[config.mk]
export PLATFORM = sky130hd
export DESIGN_NAME = pipelined_cla_addsub
export DESIGN_NICKNAME = d
export VERILOG_FILES = /design/src/rtl/multdiv_pkg.sv /design/src/rtl/cla_block.sv /design/src/rtl/pipelined_cla_addsub.sv
export SDC_FILE = /design/constraint.sdc
export NUM_CORES = 1
export LEC_CHECK = 0
export CORE_MARGIN = 2
export CORE_UTILIZATION = 50
export DETAILED_ROUTE_END_ITERATION = 7
export PLACE_DENSITY = 0.73
export SYNTH_ARGS = -nofsm -noshare
export SYNTH_HDL_FRONTEND = slang
export SYNTH_HIERARCHICAL = 1
export SYNTH_SLANG_ARGS = --single-unit
[constraint.sdc]
create_clock -name clock -period 8.81 [get_ports clock]
set_input_delay 1.762 -clock clock [delete_from_list [all_inputs] [get_ports clock]]
set_output_delay 1.762 -clock clock [all_outputs]
set_load 0.01 [all_outputs]
[src/rtl/multdiv_pkg.sv]
// Shared constants for the multdiv datapath: operation encodings and default sizes.
package multdiv_pkg;

  localparam int unsigned DEF_WIDTH = 32;
  localparam int unsigned DEF_BLOCK = 8;
  localparam int unsigned DEF_TAG_W = 4;

  localparam logic OP_ADD = 1'b0;
  localparam logic OP_SUB = 1'b1;

endpackage

[src/rtl/cla_block.sv]
// One BLOCK-wide two-level carry-lookahead slice; purely combinational.
module cla_block #(
  parameter int unsigned BLOCK = 8
) (
  input  logic [BLOCK-1:0] a,
  input  logic [BLOCK-1:0] b,
  input  logic             cin,
  output logic [BLOCK-1:0] sum,
  output logic             cout,
  output logic             cmsb,
  output logic             allp
);

  logic [BLOCK-1:0] g;
  logic [BLOCK-1:0] p;
  logic [BLOCK:0]   c;

  assign g = a & b;
  assign p = a | b;

  // Every carry is expanded directly from g/p and cin, not chained from the previous carry.
  always_comb begin
    logic pp;
    logic cc;
    c    = '0;
    pp   = 1'b1;
    cc   = 1'b0;
    c[0] = cin;
    for (int i = 0; i < BLOCK; i++) begin
      pp = 1'b1;
      cc = 1'b0;
      for (int j = i; j >= 0; j--) begin
        cc = cc | (g[j] & pp);
        pp = pp & p[j];
      end
      c[i+1] = cc | (pp & cin);
    end
  end

  assign sum  = a ^ b ^ c[BLOCK-1:0];
  assign cout = c[BLOCK];
  assign cmsb = c[BLOCK-1];
  assign allp = &p;

endmodule

[src/rtl/pipelined_cla_addsub.sv]
// Pipelined carry-lookahead adder/subtractor: one BLOCK-wide lookahead block per stage,
// with a valid/ready handshake where a full-pipe stall freezes every stage.
module pipelined_cla_addsub
  import multdiv_pkg::*;
#(
  parameter int unsigned WIDTH = DEF_WIDTH,
  parameter int unsigned BLOCK = DEF_BLOCK,
  parameter int unsigned TAG_W = DEF_TAG_W
) (
  input  logic             clock,
  input  logic             reset,
  input  logic             in_valid,
  output logic             in_ready,
  input  logic [WIDTH-1:0] in_a,
  input  logic [WIDTH-1:0] in_b,
  input  logic             in_cin,
  input  logic             in_sub,
  input  logic [TAG_W-1:0] in_tag,
  output logic             out_valid,
  input  logic             out_ready,
  output logic [WIDTH-1:0] out_sum,
  output logic             out_cout,
  output logic             out_ovf,
  output logic             out_allp,
  output logic [TAG_W-1:0] out_tag
);

  localparam int unsigned NBLK = (BLOCK > 0) ? WIDTH / BLOCK : 1;

  generate
    if ((BLOCK < 1) || ((WIDTH % ((BLOCK > 0) ? BLOCK : 1)) != 0)) begin : g_bad_cfg
      $error("pipelined_cla_addsub: WIDTH must be a non-zero multiple of BLOCK");
    end
  endgenerate

  logic [NBLK-1:0]            vld_q, vld_d;
  logic [NBLK-1:0]            carry_q, carry_d;
  logic [NBLK-1:0]            allp_q, allp_d;
  logic [NBLK-1:0]            cmsb_q, cmsb_d;
  logic [NBLK-1:0][TAG_W-1:0] tag_q, tag_d;
  logic [NBLK-1:0][WIDTH-1:0] a_q, a_d;
  logic [NBLK-1:0][WIDTH-1:0] b_q, b_d;
  logic [NBLK-1:0][WIDTH-1:0] sum_q, sum_d;

  logic [NBLK-1:0][BLOCK-1:0] blk_a, blk_b, blk_sum;
  logic [NBLK-1:0]            blk_cin, blk_cout, blk_cmsb, blk_allp;

  logic [WIDTH-1:0] b_eff;
  logic             c0;
  logic             stall;
  logic             unused_ok;

  assign b_eff = (in_sub == OP_ADD) ? in_b : ~in_b;
  assign c0    = (in_sub == OP_SUB) ? ~in_cin : in_cin;
  assign stall = vld_q[NBLK-1] & ~out_ready;

  // Block k reads its operand slice and carry from stage k-1; block 0 reads the live inputs.
  generate
    for (genvar k = 0; k < NBLK; k++) begin : g_blk
      if (k == 0) begin : g_first
        assign blk_a[k]   = in_a[BLOCK-1:0];
        assign blk_b[k]   = b_eff[BLOCK-1:0];
        assign blk_cin[k] = c0;
      end else begin : g_rest
        assign blk_a[k]   = a_q[k-1][k*BLOCK +: BLOCK];
        assign blk_b[k]   = b_q[k-1][k*BLOCK +: BLOCK];
        assign blk_cin[k] = carry_q[k-1];
      end
      cla_block #(.BLOCK(BLOCK)) u_blk (
        .a    (blk_a[k]),
        .b    (blk_b[k]),
        .cin  (blk_cin[k]),
        .sum  (blk_sum[k]),
        .cout (blk_cout[k]),
        .cmsb (blk_cmsb[k]),
        .allp (blk_allp[k])
      );
    end
  endgenerate

  always_comb begin
    vld_d   = vld_q;
    carry_d = carry_q;
    allp_d  = allp_q;
    cmsb_d  = cmsb_q;
    tag_d   = tag_q;
    a_d     = a_q;
    b_d     = b_q;
    sum_d   = sum_q;
    if (!stall) begin
      vld_d[0]            = in_valid;
      tag_d[0]            = in_tag;
      a_d[0]              = in_a;
      b_d[0]              = b_eff;
      carry_d[0]          = blk_cout[0];
      allp_d[0]           = blk_allp[0];
      cmsb_d[0]           = blk_cmsb[0];
      sum_d[0]            = '0;
      sum_d[0][BLOCK-1:0] = blk_sum[0];
      for (int k = 1; k < NBLK; k++) begin
        vld_d[k]                   = vld_q[k-1];
        tag_d[k]                   = tag_q[k-1];
        a_d[k]                     = a_q[k-1];
        b_d[k]                     = b_q[k-1];
        carry_d[k]                 = blk_cout[k];
        allp_d[k]                  = allp_q[k-1] & blk_allp[k];
        cmsb_d[k]                  = blk_cmsb[k];
        sum_d[k]                   = sum_q[k-1];
        sum_d[k][k*BLOCK +: BLOCK] = blk_sum[k];
      end
    end
  end

  always_ff @(posedge clock or posedge reset) begin
    if (reset) begin
      vld_q   <= '0;
      carry_q <= '0;
      allp_q  <= '0;
      cmsb_q  <= '0;
      tag_q   <= '0;
      a_q     <= '0;
      b_q     <= '0;
      sum_q   <= '0;
    end else begin
      vld_q   <= vld_d;
      carry_q <= carry_d;
      allp_q  <= allp_d;
      cmsb_q  <= cmsb_d;
      tag_q   <= tag_d;
      a_q     <= a_d;
      b_q     <= b_d;
      sum_q   <= sum_d;
    end
  end

  // Last-stage operands and per-stage MSB carries of inner blocks have no consumer.
  assign unused_ok = ^{a_q[NBLK-1], b_q[NBLK-1], cmsb_q};

  assign in_ready  = ~stall;
  assign out_valid = vld_q[NBLK-1];
  assign out_sum   = sum_q[NBLK-1];
  assign out_cout  = carry_q[NBLK-1];
  assign out_ovf   = carry_q[NBLK-1] ^ cmsb_q[NBLK-1];
  assign out_allp  = allp_q[NBLK-1];
  assign out_tag   = tag_q[NBLK-1];

endmodule

Yosys cells after proc, flatten, opt, wreduce, memory -nomap -nowiden
Cells that the tools add are included.
{"block": "word_totals", "mem_bits_ro": 0, "latch_bits": 0, "register_bits": 304, "mem_bits_rw": 0, "n_memories": 0, "output_inout_bits": 41, "inputBits": 74}
{"block": "op_classes", "mux": 2, "bitwise": 425, "shifts": 0, "add_sub_neg": 0, "n_reduce_logical": 4, "n_mul": 0, "n_eq_ne": 0, "n_div": 0, "n_lt_le_gt_ge": 0}
{"cell": "$and 1x1->1", "n": 260}
{"cell": "$or 1x1->1", "n": 144}
{"cell": "$xor 8x8->8", "n": 8}
{"cell": "$and 8x8->8", "n": 4}
{"cell": "$mux 32", "n": 1}
{"cell": "$not 32->32", "n": 1}
{"cell": "$or 8x8->8", "n": 4}
{"cell": "$reduce_and 8->1", "n": 4}
{"cell": "$not 1->1", "n": 3}
{"cell": "$mux 1", "n": 1}
{"cell": "$xor 1x1->1", "n": 1}

Longest topological paths before layout
{"block": "logic_depth", "word_depth": 12, "mapped_depth": 10}

Modules after synthesis
Netlist, hierarchy kept.
{"mod": "pipelined_cla_addsub", "seq_area_each_um2": 5129.9, "cells_each": 515, "area_per_inst_um2": 8733.4, "instances": 1}
{"mod": "cla_block (g_blk[1].u_blk ...)", "seq_area_each_um2": 0.0, "cells_each": 74, "area_per_inst_um2": 566.8, "instances": 3}
{"mod": "cla_block (g_blk[0].u_blk)", "seq_area_each_um2": 0.0, "cells_each": 72, "area_per_inst_um2": 559.3, "instances": 1}

Worst setup path after synthesis
OpenSTA, ideal clock, no wires.
{"block": "synth_timing", "path_kind": "input-to-output", "from": "input out_ready", "to": "output in_ready", "arrival_time_ps": 2205, "path_stages": 4, "slack_ps": 4843, "required_ps": 7048, "path_cell_list": "nor2b_4 buf_6 inv_4 buf_6"}
{"block": "synth_between", "elab_chain_len": 3}
{"item": "from (decl)", "line": "pipelined_cla_addsub.sv:20", "text": "input logic out_ready,"}
{"item": "$not 1->1", "line": "pipelined_cla_addsub.sv:55", "text": "assign stall = vld_q[NBLK-1] & ~out_ready;"}
{"item": "$and 1x1->1", "line": "pipelined_cla_addsub.sv:55"}
{"item": "$not 1->1", "line": "pipelined_cla_addsub.sv:139", "text": "assign in_ready = ~stall;"}
{"item": "to (decl)", "line": "pipelined_cla_addsub.sv:13", "text": "output logic in_ready,"}
No other way between the ends.

Worst setup path in the final report
Ends and elaborated chain as after synthesis.

==> summary.txt <==
OUTCOME
------------------------------------------------------------------------------------
Status ................................................................    completed

FLOORPLANNING
------------------------------------------------------------------------------------
Core Box Area ......................................................... 0.0217 sq mm
Boundary pin count ....................................................          115
Initial core utilization ..............................................        50.7%
Chip width ............................................................       152 um
Die Span Y ............................................................       152 um
Site row count ........................................................           54
Die Outline Area ...................................................... 0.0232 sq mm

CTS
------------------------------------------------------------------------------------
Number of buffers on the longest clock path ...........................            3
Maximum level of the CTS H-tree .......................................            1
Number of buffers inserted for hold repair after clock tree synthesis .            0
Register clock-pin slew on the reported worst setup and hold paths ....      0.06 ns
Post-cts repair resize count ..........................................            0
Clock network latency to the later pin of the worst-skew pair .........      0.49 ns
TritonCTS clock tree ..................................................          yes
Total number of clock tree sinks ......................................          205
Root buffer cell ......................................................    clkbuf_16
CTS Buf Count .........................................................           23
Post-CTS Setup Bufs ...................................................            0

GLOBAL ROUTE
------------------------------------------------------------------------------------
Most used routing layer ...............................................         met1
Global-route wire length before repair ................................      31.6 mm
Met3 GRT Util .........................................................        2.93%
Overall Global Routing Usage ..........................................        16.4%
Initial antenna violation count .......................................            0
Met1 layer usage reported by global route .............................        25.1%
Via count of the first global-routing pass ............................         6002
Grt met2 use ..........................................................        24.2%
GR Overflow Total .....................................................            0
Pin count of the biggest net entering global routing ..................          136

PLACE
------------------------------------------------------------------------------------
HPWL after detailed placement .........................................      12.7 mm
Count of input and output buffers .....................................          114
Final estimated routing congestion in global placement ................        0.804

ROUTING
------------------------------------------------------------------------------------
Total number of vias ..................................................         5931
Residual DRC count ....................................................            0
Drt via density .......................................................         5.01
Detailed Route Iter0 Violations .......................................          318
Antenna Nets Post-Route ...............................................            0
Post-detailed-route wirelength per cell ...............................      15.9 um
First-pass detailed-route iteration total .............................            4
Post-detailed-routing wire length .....................................      18.8 mm

WORST SETUP PATH
------------------------------------------------------------------------------------
Data required time at the worst endpoint ..............................      7.05 ns
Crit path buf inv count ...............................................            3
Critical Path Slowest Stage Cell ...................................... clkdlybuf4s50_1
Highest cell delay on the worst timing path ...........................      0.66 ns
Top delay family on crit path ......................................... buffers and inverters
Most Frequent Cell on Critical Path ................................... clkdlybuf4s50_1
Startpoint-to-endpoint class of the critical path ..................... input port to output pin
Biggest fanout along the worst timing path ............................           33
Crit start category ...................................................   input port
Chain of cells forming the critical path .............................. clkdlybuf4s50_1, nor2b_4, inv_4, clkdlybuf4s50_1
Critical Path End Type ................................................   output pin
Arrival time at the worst endpoint ....................................      3.53 ns

STA
------------------------------------------------------------------------------------
# setup viols final ...................................................            0
Min Tclk post-route ...................................................      5.29 ns
Worst hold-check slack ................................................     0.464 ns
Total negative slack for setup checks .................................         0 ns
Final critical-path share of the clock period .........................        60.1%
Number of pins with negative max-slew slack in the final report .......            0
Setup skew after layout ...............................................   0.00730 ns
Fmax ..................................................................      189 MHz
Total count of hold-check failures in the final report ................            0
Setup repair after global routing missed its margin ...................        false
Relative max-transition margin ........................................        28.9%
Transition at the pin with the smallest max-transition slack ..........      1.07 ns

LOGIC SYNTHESIS
------------------------------------------------------------------------------------
Mean area per synthesized cell ........................................   13.6 sq um
Seq cells post-synth ..................................................          205
Sequential fraction of the synthesis area .............................        46.7%
Warnings from Yosys ...................................................            6
Net count after synthesis .............................................          955
Netlist area before placement ......................................... 0.0110 sq mm
Gate count after technology mapping ...................................          809
Number of library cell types mapped by synthesis ......................           36

PWR
------------------------------------------------------------------------------------
Peak VDD IR ...........................................................   0.000220 V
Total power per unit cell area ........................................  354 mW/mm^2
Static power due to leakage ...........................................   0.00599 uW

RUN
------------------------------------------------------------------------------------
Maxcap violations .....................................................            0

FINISH
------------------------------------------------------------------------------------
Fraction of the core area covered by cells at the end of the flow .....        58.8%
Most common cell after layout, fill and taps aside ....................      dfrtp_1
Fill cell total of the finished layout ................................         1714
Signed area change from the synthesized netlist to the final layout ...        15.9%
# nets final ..........................................................         1035
Share of final-layout standard cells stronger than drive strength 1 ...        28.9%
Antenna diode count ...................................................            0
Most used cells in the layout excluding fill and tap cells ............ dfrtp_1 (205), mux2_4 (115), clkdlybuf4s50_1 (113)

MIN PATH
------------------------------------------------------------------------------------
Hold crit path type ................................................... flop to flop

## registers in the layout, indices dropped and copies added, names as in the netlist
signal	cells
out_tag	4
sum_q	48
carry_q	4
out_sum	32
tag_q	12
a_q	48
cmsb_q	1
b_q	48
vld_q	4
allp_q	4
## metrics by stage
| step | cells | setup slack, ns | power (uW) | cell area [sq um] |
|---|---|---|---|---|
| after CTS | 1183 | 3.50 | 4570 | 12700 |
| after global placement | 1144 | 3.53 | 3550 | 12000 |
| after floorplan | 809 | 1.45 | 3200 | 11000 |
| after global routing | 1183 | 3.45 | 4830 | 12700 |
| after detailed placement | 1144 | 3.51 | 3610 | 12000 |
| final | 1183 | 3.52 | 4510 | 12700 |
## synthesized netlist by cell type
library cell	instances	area, sq um
a21oi_1	8	40.0
a221oi_1	4	35.0
and2b_2	4	35.0
and3_1	4	25.0
buf_12	1	20.0
buf_2	4	20.0
buf_4	44	330
buf_6	9	101
buf_8	4	60.1
dfrtp_1	205	5130
fa_1	4	80.1
ha_1	68	851
inv_1	83	312
inv_4	1	6.26
mux2_2	86	968
mux2_4	115	1730
mux2i_1	4	40.0
nand2_1	3	11.3
nand2b_1	5	31.3
nand3_1	8	40.0
nand3b_1	3	22.5
nor2_1	12	45.0
nor2b_1	8	50.1
nor2b_4	1	13.8
nor3_1	8	40.0
nor3b_1	4	30.0
nor3b_2	8	100
nor4_1	4	25.0
nor4b_1	4	35.0
o21ai_0	15	75.1
o21bai_1	4	30.0
o221ai_1	4	35.0
o311ai_0	8	70.1
o31ai_2	4	50.1
xnor2_1	11	96.3
xor2_1	47	412
## layout make-up
cell class / instances / area [sq um] / area share, %
clock inverter: 6 / 62.6 / 0.491
tap: 280 / 350 / 2.75
multi-input combinational: 458 / 5010 / 39.3
inverter: 84 / 325 / 2.55
sequential: 205 / 5130 / 40.2
timing repair buffer: 117 / 1170 / 9.19
clock buffer: 33 / 693 / 5.44
## kinds of logic after synthesis
logic type | after synthesis | synth area share, %
mux | 205 | 24.9
flops | 205 | 46.7
buf+inv | 146 | 7.73
simple gates | 76 | 4.59
fa+ha+maj | 72 | 8.47
xor+xnor | 58 | 4.62
compound gates | 47 | 3.05
## layer usage
| layer | up-vias | part of all wire (%) |
|---|---|---|
| met1 | 2926 | 50 |
| met2 | 110 | 44 |
| met4 | 0 | 1.7 |
| met5 | - | 0 |
| li1 | 2868 | - |
| met3 | 27 | 4.3 |
## report_power, final
group	internal [uW]	switching [uW]	total, uW
Combinational	1170	771	1940
Sequential	1370	268	1640
Clock	573	366	939
## path summary, 6_finish.rpt
| check | startpoint | end | slack, ns | depth (start not counted) |
|---|---|---|---|---|
| max | out_ready | in_ready | 3.52 | 4 |
| min in group asynchronous | reset | b_q[14] | 1.87 | 2 |
| min reg2reg | vld_q[2] | vld_q[3] | 0.46 | 1 |
| max reg2reg | vld_q[3] | b_q[24] | 6.51 | 4 |
| min | vld_q[2] | vld_q[3] | 0.46 | 1 |
| max in group asynchronous | reset | b_q[60] | 5.47 | 3 |
(Power assumes the default switching activity.)
